[src/rtl/ncsp_mmd_divider.sv]
// ncsp_mmd_divider: multi-modulus divider that turns each MASH ratio into one divided-clock period
// and requests the next ratio one cycle before every period boundary.
module ncsp_mmd_divider #(
  parameter int MIN_RATIO = 4,
  parameter int CNT_W     = 16
) (
  input  logic             i_clk,
  input  logic             i_rst_n,
  input  logic             i_en,
  input  logic [7:0]       i_ratio,
  input  logic             i_ratio_valid,
  output logic             o_ratio_req,
  output logic             o_div_clk,
  output logic             o_div_pulse,
  output logic [7:0]       o_ratio_cur,
  output logic             o_clamp,
  output logic             o_underrun,
  output logic [CNT_W-1:0] o_period_cnt
);
  typedef enum logic [1:0] {IDLE, PRIME, RUN} state_t;
  state_t           r_state;
  logic [7:0]       r_cnt, r_nc, r_ratio_cur;
  logic             r_req, r_div_clk, r_pulse, r_clamp, r_underrun;
  logic [CNT_W-1:0] r_period;
  logic             w_clamp;
  logic [7:0]       w_nc_in, w_nxt_nc, w_cnt_dec;
  assign w_clamp   = i_ratio < 8'(MIN_RATIO);
  assign w_nc_in   = w_clamp ? 8'(MIN_RATIO) : i_ratio;
  // at a RUN boundary without valid data the previous ratio is reused
  assign w_nxt_nc  = (r_state == RUN && !i_ratio_valid) ? r_nc : w_nc_in;
  assign w_cnt_dec = r_cnt - 8'd1;
  always_ff @(posedge i_clk or negedge i_rst_n) begin
    if (!i_rst_n) begin
      r_state     <= IDLE;
      r_cnt       <= '0;
      r_nc        <= '0;
      r_ratio_cur <= '0;
      r_period    <= '0;
      r_req       <= 1'b0;
      r_div_clk   <= 1'b0;
      r_pulse     <= 1'b0;
      r_clamp     <= 1'b0;
      r_underrun  <= 1'b0;
    end else begin
      r_req      <= 1'b0;
      r_pulse    <= 1'b0;
      r_clamp    <= 1'b0;
      r_underrun <= 1'b0;
      if (r_state == IDLE) begin
        if (i_en) begin
          r_state <= PRIME;
          r_req   <= 1'b1;
        end
      end else if (!i_en && (r_state == PRIME || r_cnt == 8'd0)) begin
        r_state     <= IDLE;
        r_div_clk   <= 1'b0;
        r_ratio_cur <= '0;
        r_period    <= r_period + CNT_W'(r_state == RUN);
      end else if (r_state == RUN && r_cnt != 8'd0) begin
        r_cnt     <= w_cnt_dec;
        r_div_clk <= w_cnt_dec >= (r_nc >> 1);
        r_pulse   <= w_cnt_dec == 8'd0;
        r_req     <= i_en && w_cnt_dec == 8'd1;
      end else if (r_state == RUN || i_ratio_valid) begin
        r_state     <= RUN;
        r_nc        <= w_nxt_nc;
        r_cnt       <= w_nxt_nc - 8'd1;
        r_ratio_cur <= w_nxt_nc;
        r_div_clk   <= 1'b1;
        r_req       <= w_nxt_nc == 8'd2;
        r_clamp     <= i_ratio_valid && w_clamp;
        r_underrun  <= !i_ratio_valid;
        r_period    <= r_period + CNT_W'(r_state == RUN);
      end
    end
  end
  assign o_ratio_req  = r_req;
  assign o_div_clk    = r_div_clk;
  assign o_div_pulse  = r_pulse;
  assign o_ratio_cur  = r_ratio_cur;
  assign o_clamp      = r_clamp;
  assign o_underrun   = r_underrun;
  assign o_period_cnt = r_period;
endmodule

[config.mk]
export PLATFORM = sky130hd
export DESIGN_NAME = ncsp_mmd_divider
export DESIGN_NICKNAME = d
export VERILOG_FILES = /design/src/rtl/ncsp_mmd_divider.sv
export SDC_FILE = /design/constraint.sdc
export NUM_CORES = 1
export LEC_CHECK = 0
export CAP_MARGIN = 20
export CORE_MARGIN = 5
export CORE_UTILIZATION = 45
export CTS_CLUSTER_SIZE = 10
export DETAILED_ROUTE_END_ITERATION = 8
export GPL_TIMING_DRIVEN = 0
export PLACE_DENSITY_LB_ADDON = 0.25
export SLEW_MARGIN = 25
export SYNTH_ARGS = -nofsm -noshare
export SYNTH_HDL_FRONTEND = slang
export SYNTH_SLANG_ARGS = --single-unit
[constraint.sdc]
create_clock -name i_clk -period 2.41 [get_ports i_clk]
set_input_delay 0.482 -clock i_clk [delete_from_list [all_inputs] [get_ports i_clk]]
set_output_delay 0.482 -clock i_clk [all_outputs]
set_load 0.03 [all_outputs]
After elaboration in Yosys (flattened, before gate mapping)
Index checks and enable logic that the tools add are counted.
{"block": "totals", "reg_bits": 47, "inputBits": 12, "word_cells": 81}
{"block": "op_classes", "addsub": 3, "order_cmp": 2, "eq_ne": 7, "n_mux": 34, "n_bitwise": 3, "n_reduce_logical": 22}
{"operator": "8-bit two-way mux", "count": 7}
{"operator": "16-bit two-way mux", "count": 3}
{"operator": "1-bit two-way mux", "count": 19}
{"operator": "16-bit by 1-bit adder with 16-bit output", "count": 1}
{"operator": "8-bit logical NOT", "count": 2}
{"operator": "8-bit by 1-bit subtractor with 8-bit output, second input constant", "count": 2}
{"operator": "2-bit two-way mux", "count": 5}
{"operator": "3-bit AND reduction", "count": 3}
{"operator": "8-bit by 1-bit == test with 1-bit output, second input constant", "count": 1}
{"operator": "8-bit by 2-bit == test with 1-bit output, second input constant", "count": 1}
{"operator": "8-bit by 7-bit greater-or-equal comparator with 1-bit output", "count": 1}
{"operator": "8-bit by 3-bit < comparator with 1-bit output, second input constant", "count": 1}
{"operator": "8-bit nonzero test", "count": 1}
{"operator": "3-bit nonzero test", "count": 2}
{"operator": "1-bit logical AND", "count": 5}
{"operator": "2-bit inequality test, second input constant", "count": 2}
{"operator": "4-bit AND reduction", "count": 1}
{"operator": "2-bit nonzero test", "count": 2}
{"operator": "3-bit inequality test, second input constant", "count": 1}
{"operator": "1-bit inverter", "count": 3}
{"operator": "2-bit by 1-bit == test with 1-bit output, second input constant", "count": 1}
{"operator": "2-bit == test, second input constant", "count": 1}
{"operator": "1-bit logical NOT", "count": 2}
{"operator": "2-bit logical NOT", "count": 1}
{"operator": "other kinds (2)", "count": 3}

Logic depth before layout (Yosys ltp)
Gate-level depths: netlist (run 1).
{"block": "logic_depth", "depth_word": 8, "depth_mapped": 11, "depth_no_buf": 11}

Least setup slack after synthesis (run 1)
OpenSTA, ideal clock, no wires.
{"block": "synth_path", "path_kind": "input -> register", "startpoint": "in i_ratio_valid", "endpoint": "reg r_cnt[4]", "arrival_time_ns": 2.107, "t_required_ns": 2.279, "path_slack_ns": 0.172, "stages": 10, "n_path_buf": 3, "cell_sequence": "buf_2 or3b_1 clkbuf_1 buf_2 nand2_1 a2bb2oi_1 ha_1 nand3_1 xnor2_1 a21oi_1"}
{"block": "synth_via", "elab_chain_len": 6}
{"element": "start: declaration", "line_no": "11", "text": "input logic i_ratio_valid,"}
{"element": "1-bit logical NOT", "line_no": "30", "text": "assign w_nxt_nc = (r_state == RUN && !i_ratio_valid) ? r_nc : w_nc_in;"}
{"element": "1-bit logical AND", "line_no": "30"}
{"element": "8-bit two-way mux", "line_no": "30"}
{"element": "8-bit by 1-bit subtractor with 8-bit output", "line_no": "67", "text": "r_cnt <= w_nxt_nc - 8'd1;"}
{"element": "8-bit two-way mux", "line_no": "64", "text": "end else if (r_state == RUN || i_ratio_valid) begin"}
{"element": "8-bit two-way mux", "line_no": "59", "text": "end else if (r_state == RUN && r_cnt != 8'd0) begin"}
{"element": "end signal: assignment", "line_no": "60", "text": "r_cnt <= w_cnt_dec;"}
{"element": "end signal: assignment", "line_no": "67"}
{"element": "end: declaration", "line_no": "22", "text": "logic [7:0] r_cnt, r_nc, r_ratio_cur;"}
Several ways; a longest one is shown, not always the timed one. The select of a mux whose other input is x is not followed.
A chain may end at the register's enable or synchronous reset.

Final worst setup path (run 1)
{"block": "layout_path", "startpoint": "in i_ratio[5]", "endpoint": "reg r_cnt[4]"}
{"block": "layout_via", "elab_chain_len": 6}
{"element": "start: declaration", "line_no": "10", "text": "input logic [7:0] i_ratio,"}
{"element": "8-bit by 3-bit < comparator with 1-bit output", "line_no": "27", "text": "assign w_clamp = i_ratio < 8'(MIN_RATIO);"}
{"element": "8-bit two-way mux", "line_no": "28", "text": "assign w_nc_in = w_clamp ? 8'(MIN_RATIO) : i_ratio;"}
{"element": "8-bit two-way mux", "line_no": "30"}
{"element": "8-bit by 1-bit subtractor with 8-bit output", "line_no": "67"}
{"element": "8-bit two-way mux", "line_no": "64"}
{"element": "8-bit two-way mux", "line_no": "59"}
Every way passes these cells. The select of a mux whose other input is x is not followed.

==> flow_results.org, run 1 <==
** Cells and area
- Syn-to-layout area delta :: 26.1%
- Of the cells placed in the final design, the portion with a size suffix greater than 1 is 0.163.
- Counting the fill cells in the layout gives 530.
- 0 antenna diodes ended up in the layout.
- Final Instance Count excl. Fillers :: 413
- Summing all multi-input logic gate instances after layout gives 1540 um2.
- Net count, final :: around 370
- Sequential standard cell area :: 1180 um2

** Setup path
- Data on the critical path is required at its endpoint by roughly 2.6 ns.
- Flop2flop setup slack :: approximately 0.090 ns
- STA classifies the critical path endpoint as a flop.
- The worst setup path is of the in -> reg kind.
- Of all nets on the critical path, the largest fanout is 4.
- Category of the worst setup path launch point :: primary input
- Worst path arrival time :: approximately 2.6 ns

** Clock tree
- Number of buffers on the longest clock path :: 2
- CTS clk-pin slew, worst paths :: approximately 0.090 ns
- Clock buffers created by TritonCTS :: 5
- Master cell of the clock root buffer :: clkbuf_8
- Clock tree from TritonCTS :: yes
- H-tree levels :: 2
- Clock latency on the worst-skew pair, taken at its later pin, is 0.30 ns.
- The clock net in this run drives a total of 47 sinks.

** Drt
- For this block, the initial DRC count from the detailed router was 95.
- The detail route stage leaves a number of antenna-violating nets equal to 0.
- Wires add up to between 6000 and 7000 um.
- Dividing the detail-routed wire length by the instance count gives roughly 16 um.
- The routed layout has ~2300 vias.
- In the routed layout, each cell is associated on average with a via count of about 5.6.
- Number of optimization iterations in the first detailed-route pass :: 4
- Post-detailed-route DRC marker count :: 0

** Yosys
- Gate Count Post-Synth :: 287
- Synth Cell Area :: approximately 2700 um2
- Largest area contributor in the synthesized netlist :: dfrtp_1
- For this run, the register share of the synthesized area comes to 0.431.
- Count leader, synth :: dfrtp_1
- FF+latch count, synth :: 47
- Ranking of synthesized cells by instance count :: 47 x dfrtp_1, 25 x nand2_1, 22 x nor2_1, 18 x a21oi_1, 18 x o21ai_0
- The number of nets handed over by synthesis was 314.
- The synthesized design contains 0 enable-type register cells.
- Library cells used by synthesis :: 49
- Commonest register cell after synthesis :: dfrtp_1
- Yosys top cell area share :: 0.431
- Averaged over all synthesized cells, the footprint is about 9.5 um2.
- Synthesis warning total :: 0
- In the post-synthesis netlist, the biggest area contributors are dfrtp_1 43%, ha_1 6.9%, xnor2_1 5.5%.
- Of all flip-flops after synthesis, the portion carrying an async set or reset was 1.00.

** Status
- The run finished with clean final reports.

** STA
- At the pin with the least slew margin, the transition time is a little over 0.6 ns.
- Worst slew margin relative to its limit :: 0.594
- Highest clock frequency the design can meet :: 0.420 GHz
- Period utilization :: 0.988
- # setup viols final :: 0
- Setup TNS Final :: 0 ns
- Number of slew-limit violations in the final report :: 0
- Subtracting the final worst setup slack from the clock period gives around 2.4 ns.
- Number of endpoints with negative hold slack in the final report :: 0
- Worst Skew :: 0.00786 ns

** Pwr
- Power density over the cells :: around 1300 nW/um2
- For this design the static power due to leakage is 1.56 nW.
- Maximum resistive drop on vdd :: roughly 0.76 mV

** Global routing
- Entering global routing, the biggest net connects between 40 and 50 pins.
- For this run the aggregate overflow at the end of global routing stands at 0.
- The initial antenna violation count came to 0.
- GRT Overall Usage :: 0.180
- Via count of the first global-routing pass :: 2305
- The first global-routing pass estimated approximately 11000 um of wire.

** Place
- In this run, placement finished with an instance count of between 400 and 500.
- The wire-length estimate of the detail-placed layout is about 4800 um.
- The congestion estimate from routability-driven global placement came to about 0.89.
- Buffers placed on the I/O ports in this run total 39.

** Die
- After floorplanning, the core was divided into 28 placement rows.
- Measured along the x axis, the die boundary spans slightly below 90 um.
- Initial standard-cell utilization of the core :: 0.461
- Full die area :: approximately 7700 um2
- Core box area :: a little under 6000 um2
- Die Y :: between 80 and 90 um
- Pin placement for this block handled 41 I/O pins.

** Min path
- Worst min-delay path class :: in -> async

** Job
- Across the run, the number of max-cap violations was 0.
per-stage QoR:
stage               hold slack, ns   util  worst slack [ns]  area [um2]  power (W)
detailed placement           0.467  0.542            -0.749        3210    0.00391
global placement             0.462  0.543            -0.726        3210    0.00385
finish                       0.190  0.581            0.0298        3440    0.00459
global route                 0.246  0.581          -0.00677        3440    0.00496
floorplan                    0.186      -             0.172        2730    0.00312
CTS                          0.212  0.571           -0.0381        3380    0.00451
power by group:
group	total, W	internal (W)	switching, W	leakage [nW]
Sequential	0.00139	0.00108	0.000305	0.584
Combinational	0.00274	0.00116	0.00158	0.927
Clock	0.000467	0.000199	0.000268	0.0440
flip-flops by register name, summed over array words and instances, names as in the netlist:
signal,cells
r_cnt,8
o_ratio_cur,8
r_nc,8
o_clamp,1
o_period_cnt,16
r_state,2
o_div_pulse,1
o_ratio_req,1
o_div_clk,1
o_underrun,1
placed cells by master, fill, tap and decap left out, drive strengths merged, types with 13 or more instances in the layout:
master          n
a21oi          18
buf            13
clkdlybuf4s50  36
dfrtp          47
ha             15
inv            15
nand2          26
nor2           24
o21ai          20
xnor2          17
layer usage:
| layer | up-vias | GRT usage | wire (um) |
|---|---|---|---|
| li1 | 1113 | - | - |
| met1 | 1103 | 0.239 | 3030 |
| met2 | 67 | 0.301 | 3010 |
| met3 | 12 | 0.0263 | 316 |
| met4 | 0 | 0.0614 | 117 |
| met5 | - | 0 | 0 |
final timing paths:
path,endpoint,cells past startpoint,from
min in group i_clk,o_period_cnt[15],1,o_period_cnt[15]
worst max-delay path,r_cnt[4],8,i_ratio[5]
worst min-delay path,o_ratio_req,1,i_rst_n
worst min register to register,o_period_cnt[15],1,o_period_cnt[15]
worst max register to register,r_cnt[4],10,r_state[1]
max in group asynchronous,r_cnt[0],1,i_rst_n
final cells by class:
type / instances / share of cell area
well taps: 75 / 0.0273
plain buffers: 9 / 0.0131
repair buffers: 46 / 0.128
multi-input cells: 214 / 0.449
clock buffers: 5 / 0.0200
flip-flops and latches: 47 / 0.342
clock inverters: 2 / 0.00400
inverters: 15 / 0.0164
critical path, cell delays in order:
cell             delay, ns
clkdlybuf4s50_1       0.44
or4_4                 0.52
nor3_4                0.25
a2bb2oi_2             0.23
ha_2                  0.24
nand3_2               0.09
xnor2_2               0.20
a21oi_1               0.09
cells by family (layout without fill, tap and decap cells):
logic type | count (synthesis) | after routing | share of synthesized area
AO/OA/AOI/OAI | 72 | 72 | 0.170
AND/OR/NAND/NOR | 94 | 94 | 0.180
flip-flops | 47 | 47 | 0.431
XOR/XNOR | 26 | 26 | 0.0834
adder cells (fa/ha/maj) | 15 | 15 | 0.0687
multiplexers | 7 | 7 | 0.0284
buffers and inverters | 26 | 77 | 0.0385
repair_timing:
action	4_1_cts	5_1_grt
buffers inserted	5	2
hold buffers	0	0
pin swaps	5	5
setup endpoints to repair	10	24
resized for setup	12	15
(Power assumes the default switching activity.)
==> inputs of run 2 (changes only) <==
--- a/config.mk
+++ b/config.mk
@@ -6,13 +6,14 @@
 export NUM_CORES = 1
 export LEC_CHECK = 0
 export CAP_MARGIN = 20
+export CORE_ASPECT_RATIO = 1.1
 export CORE_MARGIN = 5
 export CORE_UTILIZATION = 45
 export CTS_CLUSTER_SIZE = 10
 export DETAILED_ROUTE_END_ITERATION = 8
 export GPL_TIMING_DRIVEN = 0
 export PLACE_DENSITY_LB_ADDON = 0.25
-export SLEW_MARGIN = 25
 export SYNTH_ARGS = -nofsm -noshare
 export SYNTH_HDL_FRONTEND = slang
 export SYNTH_SLANG_ARGS = --single-unit
+export TNS_END_PERCENT = 50
==> flow_results.org, run 2 (synthesis gave the netlist of run 1 again) <==
** Status
- The run finished with clean final reports.

** Global routing
- Via count of the first global-routing pass :: 2199 (-4.6%)
- The met3 usage was 0.0341 (+0.00771).
- The largest net degree at the start of global routing is 41 (-15%).
- The met1 routing resource usage after global routing was 0.215 (-0.0234).
- The wire length of the first global-routing pass came to 10600 um (-3.0%).
- Remaining global-route overflow :: 0 (unchanged)
- Met2 Resource Use GR :: 0.280 (-0.0218)
- The initial antenna violation count came to 0 (unchanged).
- GRT Overall Usage :: 0.168 (-0.0122)
- met2 is the most crowded layer.

** Drt
- Antenna violation net count after detailed routing :: 0 (unchanged)
- The residual DRC count was 0 (unchanged).
- The total via count in the routed design came to 2296 (+0.044%).
- Initial drt markers :: 72 (-24%)
- Vias per inst :: 5.51 (-0.92%)
- Number of optimization iterations in the first detailed-route pass :: 4 (unchanged)
- The total wire length came to 6360 um (-1.9%).
- The routed wire length per instance was 15.2 um (-2.9%).

** STA
- The slew of the pin with the lowest slew margin came to 0.505 ns (-0.105 ns).
- Tmin final :: 2.35 ns (-0.0286 ns)
- Number of slew-limit violations in the final report :: 0 (unchanged)
- The worst slew margin relative to its limit came to 0.662 (+0.0686).
- The setup-violating endpoint count in the final report came to 0 (unchanged).
- Number of endpoints with negative hold slack in the final report :: 0 (unchanged)
- The share of the clock period used by the worst path after layout was 0.976 (-0.0119).
- Setup repair after global routing could not meet its margin everywhere.
- The maximum operating frequency came to 0.425 GHz (+1.2%).
- Worst Skew :: 0.00594 ns (-0.00192 ns)

** Job
- The max capacitance violation total came to 0 (unchanged).

** Place
- Count of buffers from port buffering :: 39 (unchanged)
- HPWL after DPL :: 4810 um (+0.20%)
- Final GP Congestion :: 0.930 (+5.0%)

** Die
- The die width was 84.3 um (-4.1%).
- Number of standard-cell rows in the floorplan :: 29 (+3.6%)
- Core box area :: 5840 um2 (-1.3%)
- Top Ports :: 41 (unchanged)
- The starting density of the core was 0.467 (+0.00622).
- The die outline area came to 7730 um2 (about the same).
- Die Y :: 91.7 um (+4.3%)

** Clock tree
- The CTS buffer count is 5 (unchanged).
- Clock tree from TritonCTS :: yes
- H-tree levels :: 2 (unchanged)
- CTS Hold Buffers Added :: 0 (unchanged)
- Number of buffers on the longest clock path :: 2 (unchanged)
- The post-CTS clock slew at the launch and capture registers of the worst setup and hold paths came to 0.09 ns (about the same).
- The number of clock sinks is 47 (unchanged).
- Latest clock arrival within the worst-skew pair :: 0.31 ns (about the same)
- In this run the clock root is driven by a clkbuf_8.

** Cells and area
- Most frequent cells in the layout :: 46 x dfrtp_1, 37 x clkdlybuf4s50_1, 24 x nand2_1
- Fillers :: 507 (-4.3%)
- Commonest non-fill, non-tap cell in the layout :: dfrtp_1
- The core utilization of the finished layout is 0.598 (+0.0168).
- Inserted Diodes :: 0 (unchanged)
- The flip-flop count of the largest register after layout was 16 (unchanged).
- Compared with the post-synthesis result, the final layout area differs by 28.0%.
- The layout cell share with drive strength beyond 1 came to 0.165 (+0.00198).
- Net count, final :: 366 (+0.27%)

** Setup path
- Type of the setup path with the least slack :: reg -> reg
- The required time at the worst-slack endpoint came to 2.66 ns (+0.08 ns).
- The delay of the slowest cell on the worst path came to 0.52 ns (about the same).
- The kind of cell with the highest combined delay along the critical path is simple AND/OR/NAND/NOR gates.
- Cell breakdown of the critical path :: or3_4 -> nor3_2 -> xor2_1 -> ha_1 -> o2111ai_1 -> o21ai_0 -> a21oi_1 -> a21o_1 -> nand2_1
- The arrival time of the worst setup path is 2.60 ns (+0.05 ns).
- The slowest stage of the critical path is the dfrtp_1 cell.
- The worst setup path is launched from a flop.
- Endpoint type of the worst setup path :: flop
- The peak fanout along the critical path was 8 (+4).
- The count of buffer and inverter cells on the critical path was 0 (-1).

** Pwr
- The overall power of the completed layout is 0.00470 W (+2.4%).
- Power density over the cells :: 1340 nW/um2 (+0.82%)
- Cell leakage power :: 1.57 nW (+1.0%)
- The peak supply drop was 0.701 mV (-7.2%).

** Min path
- Worst min-delay path class :: in -> async
run 2: changes by cell type in the layout (fill, tap and decap cells not counted), sizes merged:
| cell | previous run | this run |
|---|---|---|
| inv | 15 | 16 |
| clkinv | 2 | 0 |
| bufinv | 0 | 1 |
| buf | 13 | 14 |
| clkdlybuf4s50 | 36 | 37 |
| dlymetal6s2s | 1 | 0 |
| clkbuf | 9 | 10 |
run 2: final timing paths:
check                                 start               end  slack [ns]  cells after the start
setup / recovery                   r_cnt[2]         o_div_clk        0.06                      9
hold / removal                      i_rst_n          r_cnt[1]        0.02                      1
setup reg to reg                   r_cnt[2]         o_div_clk        0.06                      9
hold reg to reg            o_period_cnt[15]  o_period_cnt[15]        0.48                      1
max in group asynchronous           i_rst_n           r_nc[1]        1.92                      2
min in group i_clk            i_ratio_valid           o_clamp        0.47                      3
run 2: power breakdown:
part	switching, W	internal [W]
Combinational	0.00158	0.00115
Sequential	0.000265	0.00108
Clock	0.000286	0.000342
Total	0.00213	0.00257
run 2: repair_timing:
item                                   CTS  global route
pin swaps                                5             1
setup endpoints to repair                9            23
setup buffers                            6             1
endpoints found under the hold margin    0             0
resized for setup                       11            13
run 2: per-layer routing:
metal  part of all wire  vias up  wire (um)
met3              0.040       15        254
li1                   -     1115          -
met4              0.025        0        161
met5                  0        -          0
met2               0.49       44       3120
met1               0.44     1122       2820
run 2: area by class of cell:
class	count	area (um2)	share of cell area
Clock buffer	6	82.6	0.0236
Tap cell	77	96.3	0.0276
Clock inverter	2	38.8	0.0111
Inverter	15	56.3	0.0161
Sequential cell	47	1180	0.337
Multi-Input combinational cell	214	1540	0.440
Buffer	9	45.0	0.0129
Timing Repair Buffer	47	460	0.132
run 2: stage by stage:
| stage | hold WS [ns] | TNS (ns) | worst slack (ns) | instances | cell area (um2) |
|---|---|---|---|---|---|
| final | 0.0171 | 0 | 0.0584 | 417 | 3490 |
| after detailed placement | 0.355 | -5.34 | -0.745 | 404 | 3230 |
| after global placement | 0.461 | -30.36 | -0.741 | 403 | 3220 |
| after CTS | 0.0224 | -0.00745 | -0.00745 | 418 | 3450 |
| after floorplan | 0.186 | 0 | 0.172 | 287 | 2730 |
| after global routing | 0.0253 | -0.504 | -0.107 | 417 | 3490 |
==> inputs of run 3 (changes only) <==
--- a/config.mk
+++ b/config.mk
@@ -13,6 +13,7 @@
 export DETAILED_ROUTE_END_ITERATION = 8
 export GPL_TIMING_DRIVEN = 0
 export PLACE_DENSITY_LB_ADDON = 0.25
+export REMOVE_ABC_BUFFERS = 1
 export SYNTH_ARGS = -nofsm -noshare
 export SYNTH_HDL_FRONTEND = slang
 export SYNTH_SLANG_ARGS = --single-unit
==> flow_results.org, run 3 (synthesis gave the netlist of run 1 again) <==
** Setup path
- Category of the worst setup path launch point :: flop
- Required time worst endpoint :: 2.60 ns (-0.06 ns)
- STA classifies the critical path endpoint as a flop.
- Max FO, Critical Path :: 5 (-3)
- Worst path arrival time :: 2.47 ns (-0.13 ns)
- The worst setup path is of the reg -> reg kind.

** Global routing
- Remaining global-route overflow :: 0 (unchanged)
- The largest net degree at the start of global routing was 38 (-7.3%).
- The initial antenna violation count was 0 (unchanged).
- The global-route usage over all layers was 0.166 (-0.00211).
- Wire length of the first global-routing pass :: 10500 um (-1.6%)
- The number of global-route vias before repair is 2144 (-2.5%).

** STA
- Setup TNS Final :: 0 ns (unchanged)
- The number of pins with negative max-slew slack in the final report was 0 (unchanged).
- Worst slew margin relative to its limit :: 0.617 (-0.0456)
- Period utilization :: 0.943 (-0.0329)
- The final critical-path required period came to 2.27 ns (-0.0793 ns).
- The final worst clock skew is 0.00726 ns (+0.00132 ns).
- The maximum operating frequency was 0.440 GHz (+3.5%).
- # setup viols final :: 0 (unchanged)
- Number of endpoints with negative hold slack in the final report :: 0 (unchanged)
- Smallest setup slack after layout :: 0.138 ns (+0.0793 ns)
- Setup repair after global routing left no endpoint under its margin.
- The slew of the pin with the lowest slew margin came to 0.571 ns (+0.0664 ns).

** Drt
- Routed wire length :: 6360 um (about the same)
- The antenna violation net count after detailed routing is 0 (unchanged).
- The via density per instance came to 5.43 (-1.3%).
- Total via count after detailed routing :: 2260 (-1.6%)
- Number of optimization iterations in the first detailed-route pass :: 4 (unchanged)
- The DRC marker count from the first detailed-route iteration was 102 (+42%).
- The residual DRC count came to 0 (unchanged).
- The routed wire length per instance was 15.3 um (+0.32%).

** Job
- Max cap viols :: 0 (unchanged)

** Pwr
- The power density of the placed cells is 1330 nW/um2 (-0.93%).
- The peak supply drop is 0.643 mV (-8.4%).
- Cell leakage power :: 1.61 nW (+2.2%)

** Clock tree
- The number of levels the H-tree was split into was 2 (unchanged).
- The CTS buffer count is 5 (unchanged).
- Master cell of the clock root buffer :: clkbuf_8
- The clock latency on the worst-skew pair was 0.30 ns (about the same).
- TritonCTS built the clock tree.
- The maximum buffer depth of the clock tree is 2 (unchanged).
- CTS sink count :: 47 (unchanged)
- CTS clk-pin slew, worst paths :: 0.09 ns (about the same)

** Place
- Final GP Congestion :: 0.926 (-0.42%)
- Post-placement worst setup slack :: -0.785 ns (-0.0402 ns)
- Count of buffers from port buffering :: 40 (+2.6%)
- The post-detailed-placement half-perimeter wirelength was 4620 um (-3.8%).

** Cells and area
- The antenna diode count came to 0 (unchanged).
- The layout cell share with drive strength beyond 1 was 0.171 (+0.00639).
- Syn-to-layout area delta :: 29.4%
- Net count, final :: 365 (-0.27%)
- Number of flip-flops under the largest register name :: 16 (unchanged)
- In the layout the commonest cells are 45 x dfrtp_1, 33 x clkdlybuf4s50_1, 24 x nand2_1.
- Fillers :: 501 (-1.2%)
- Leaving out fill and tap cells, the most frequent cell in the layout is dfrtp_1.

** Min path
- The path class of the tightest hold or removal check is in -> async.

** Die
- Top Ports :: 41 (unchanged)
- The die outline area came to 7730 um2 (unchanged).
- Initial standard-cell utilization of the core :: 0.467 (unchanged)
- The area inside the core boundary was 5840 um2 (unchanged).
- The number of rows created at floorplan was 29 (unchanged).
- Die Y :: 91.7 um (unchanged)
- Horizontal die dimension :: 84.3 um (unchanged)

** Status
- Result of the run :: complete, no violations
-- run 3: final timing paths --
kind                                 from               end  slack, ns  cells after the start
max                              r_cnt[2]         o_div_clk       0.14                      9
min                               i_rst_n       o_ratio_req       0.05                      1
max reg2reg                      r_cnt[2]         o_div_clk       0.14                      9
min reg2reg                o_ratio_cur[6]    o_ratio_cur[6]       0.48                      2
max in group asynchronous         i_rst_n  o_period_cnt[13]       1.88                      2
min in group i_clk         o_ratio_cur[6]    o_ratio_cur[6]       0.48                      2
-- run 3: through the flow --
stage | hold slack (ns) | std cells | utilization | area, um2 | power, W
2_1_floorplan | 0.186 | 276 | - | 2680 | 0.00307
3_3_place_gp | 0.462 | 393 | 0.544 | 3180 | 0.00379
3_5_place_dp | 0.380 | 395 | 0.547 | 3200 | 0.00386
4_1_cts | 0.0499 | 409 | 0.584 | 3410 | 0.00455
5_1_grt | 0.0548 | 416 | 0.605 | 3530 | 0.00507
6_report | 0.0478 | 416 | 0.605 | 3530 | 0.00471
-- run 3: per-layer routing --
layer / wire (um) / GRT usage
met1: 2800 / 0.211
met2: 3190 / 0.287
met3: 274 / 0.0296
met4: 103 / 0.0509
met5: 0 / 0
-- run 3: where the power goes --
part	switching [W]	leakage (nW)	internal (W)
clock network	0.000276	0.0474	0.000234
registers	0.000328	0.584	0.00108
logic	0.00158	0.974	0.00120
total	0.00218	1.61	0.00252
-- run 3: final cells by class --
type	count	area, um2	share of cell area
Clock buffer	6	82.6	0.0234
Clock inverter	2	16.3	0.00461
Inverter	15	56.3	0.0159
Multi-Input combinational cell	214	1580	0.447
Sequential cell	47	1180	0.334
Tap cell	77	96.3	0.0273
Timing Repair Buffer	55	522	0.148
-- run 3: worst max-delay path, cell delays in order, from the launching register on --
cell     delay (ns)
dfrtp_2        0.46
or3_4          0.44
nor3_4         0.18
xor2_1         0.19
ha_1           0.27
a21oi_1        0.12
o21ai_0        0.11
a21oi_1        0.20
a21o_1         0.16
nand2_1        0.05
-- run 3: timing repair --
action,CTS,global route
buffers inserted,6,7
setup endpoints to repair,20,24
pin swaps,7,4
resized for setup,18,16
hold buffers,0,0
==> edit, RTL diff (config.mk and constraints of run 2) <==
Make the reset (`i_rst_n`) synchronous in one clocked block.
--- a/src/rtl/ncsp_mmd_divider.sv
+++ b/src/rtl/ncsp_mmd_divider.sv
@@ -29,7 +29,7 @@
   // at a RUN boundary without valid data the previous ratio is reused
   assign w_nxt_nc  = (r_state == RUN && !i_ratio_valid) ? r_nc : w_nc_in;
   assign w_cnt_dec = r_cnt - 8'd1;
-  always_ff @(posedge i_clk or negedge i_rst_n) begin
+  always_ff @(posedge i_clk) begin
     if (!i_rst_n) begin
       r_state     <= IDLE;
       r_cnt       <= '0;
Check against the original RTL: differs if i_rst_n is asserted again (counterexample within 4 cycles, from zero or initial values and one cycle with i_rst_n low); with i_rst_n held inactive, the same outputs for 10 cycles.
==> edit against run 2 <==
Die area decreased by 1.5%; critical path depth increased by 1; synthesized area decreased by 1.7%; worst setup slack improved by 55 ps; routed wire length increased by 7.0%; largest cell class unchanged; register-to-register slack improved by 60 ps; sequential cell count unchanged; cell area decreased by 3.7%.
Power is not compared: it rests on default switching activity, and its combinational part moved more than twofold at a synthesized area within 25%.
==> edit: results (changes against run 2) <==
| Metric | Value |
|---|---|
| Largest net degree at the start of global routing | 15 (-63%) |
| # resized after CTS | 9 (-2) |
| Met1 usage | 22.9% (+1.4 points) |
| Post-CTS setup buffers | 1 (-5) |
| R2r endpoint | o_ratio_cur[6]$_SDFFE_PN0P_ |
| Status | complete, no violations |
| Initial antenna violation count | 0 (unchanged) |
| Register area share after synthesis | 35.1% (-8.0 points) |
| Post-Syn Instances | 337 (+17%) |
| Dpl cell area | 0.00316 mm^2 (-2.2%) |
| # nets final | 410 (+12%) |
| Gpl congestion | 0.870 (-6.5%) |
| Fraction of the mapped netlist area in adder cells | 6.99% (+0.12 points) |
| Combinational gate power | 351 uW |
| Fill count | 533 (+5.1%) |
| R2R Path Start | r_cnt[0]$_SDFFE_PN0P_ |
| Hold_ws | 461 ps (+443 ps) |
| DR WL met3 | 299 um (+18%) |
| Critical Path AT | 2530 ps (-70 ps) |
| Ys flop type | dfxtp_1 |
| M3 GR Usage | 3.53% (+0.12 points) |
| Post-synth top cells | nor2_1, dfxtp_1, nand2_1, a21oi_1, inv_1 |
| Mux cell area share after synthesis | 0.746% (-2.1 points) |
| Slew HR | 58.9% (-7.3 points) |
| Met2 WL | 3180 um (+2.0%) |
| Synth top area cells | dfxtp_1, nor2_1, ha_1, a21oi_1, nand2_1 |
| Pre-CTS WS | -637 ps (+109 ps) |
| Post-synth cell types | 54 (+10%) |
| Critical Path Max Stage Delay | 450 ps (-70 ps) |
| # H-tree levels | 2 (unchanged) |
| IO Port Bufs | 38 (-2.6%) |
| Placed Cells | 452 (+12%) |
| DR WL/cell | 14.8 um (-3.2%) |
| CP max stage cell | clkdlybuf4s50_1 |
| Reg2reg setup slack | 120 ps (+60 ps) |
| Number of global-route vias before repair | 2286 (+4.0%) |
| Capture point of the critical path | r_cnt[1]$_SDFFE_PN0P_ |
| Gr usage total | 17.8% (+1.0 points) |
| Net Sw Power | 500 uW |
| Via density | 5.43 (-1.4%) |
| Final Skew | 7.99 ps (+2.05 ps) |
| Hold Crit Class | reg2reg |
| Share of post-route cells with drive strength above 1 | 12.0% (-4.5 points) |
| DP Wirelength | 5140 um (+6.9%) |
| Iteration-0 DRC count of the detailed router | 131 (+82%) |
| Start point of the critical path | i_ratio[4] |
| First-pass GRT wire length | 11100 um (+4.0%) |
| Worst-path fanout max | 3 (-5) |
| Share of async-settable or async-resettable flops after synthesis | 0% (-100 points) |
| Compound-Gate Fraction of Synth Area | 17.8% (+0.76 points) |
| Post-Synth XOR/XNOR Area | 7.83% (-0.51 points) |
[edit: cell count changes after synthesis, moves of 6 or more]
cell     delta
nor2_1     +31
a21oi_1    +17
dfrtp_1    -47
mux2_2      -6
dfxtp_1    +47
nand2_1    +11
a21o_1      -8
o21ai_0    -11
[edit: worst max-delay path, delay by kind of cell]
family | cells | cell delay [ps]
adder cells (fa/ha/maj) | 1 | 230
buffers and inverters | 2 | 530
AO/OA/AOI/OAI | 3 | 390
AND/OR/NAND/NOR | 4 | 900
[edit: cell type report]
cell class | instances | area [um^2] | area share (%)
multi-input cells | 258 | 1680 | 49.9
flip-flops and latches | 47 | 942 | 28.0
repair buffers | 39 | 388 | 11.5
well taps | 77 | 96.3 | 2.86
clock buffers | 6 | 82.6 | 2.45
plain buffers | 14 | 75.1 | 2.23
inverters | 18 | 67.6 | 2.01
clock inverters | 2 | 35.0 | 1.04
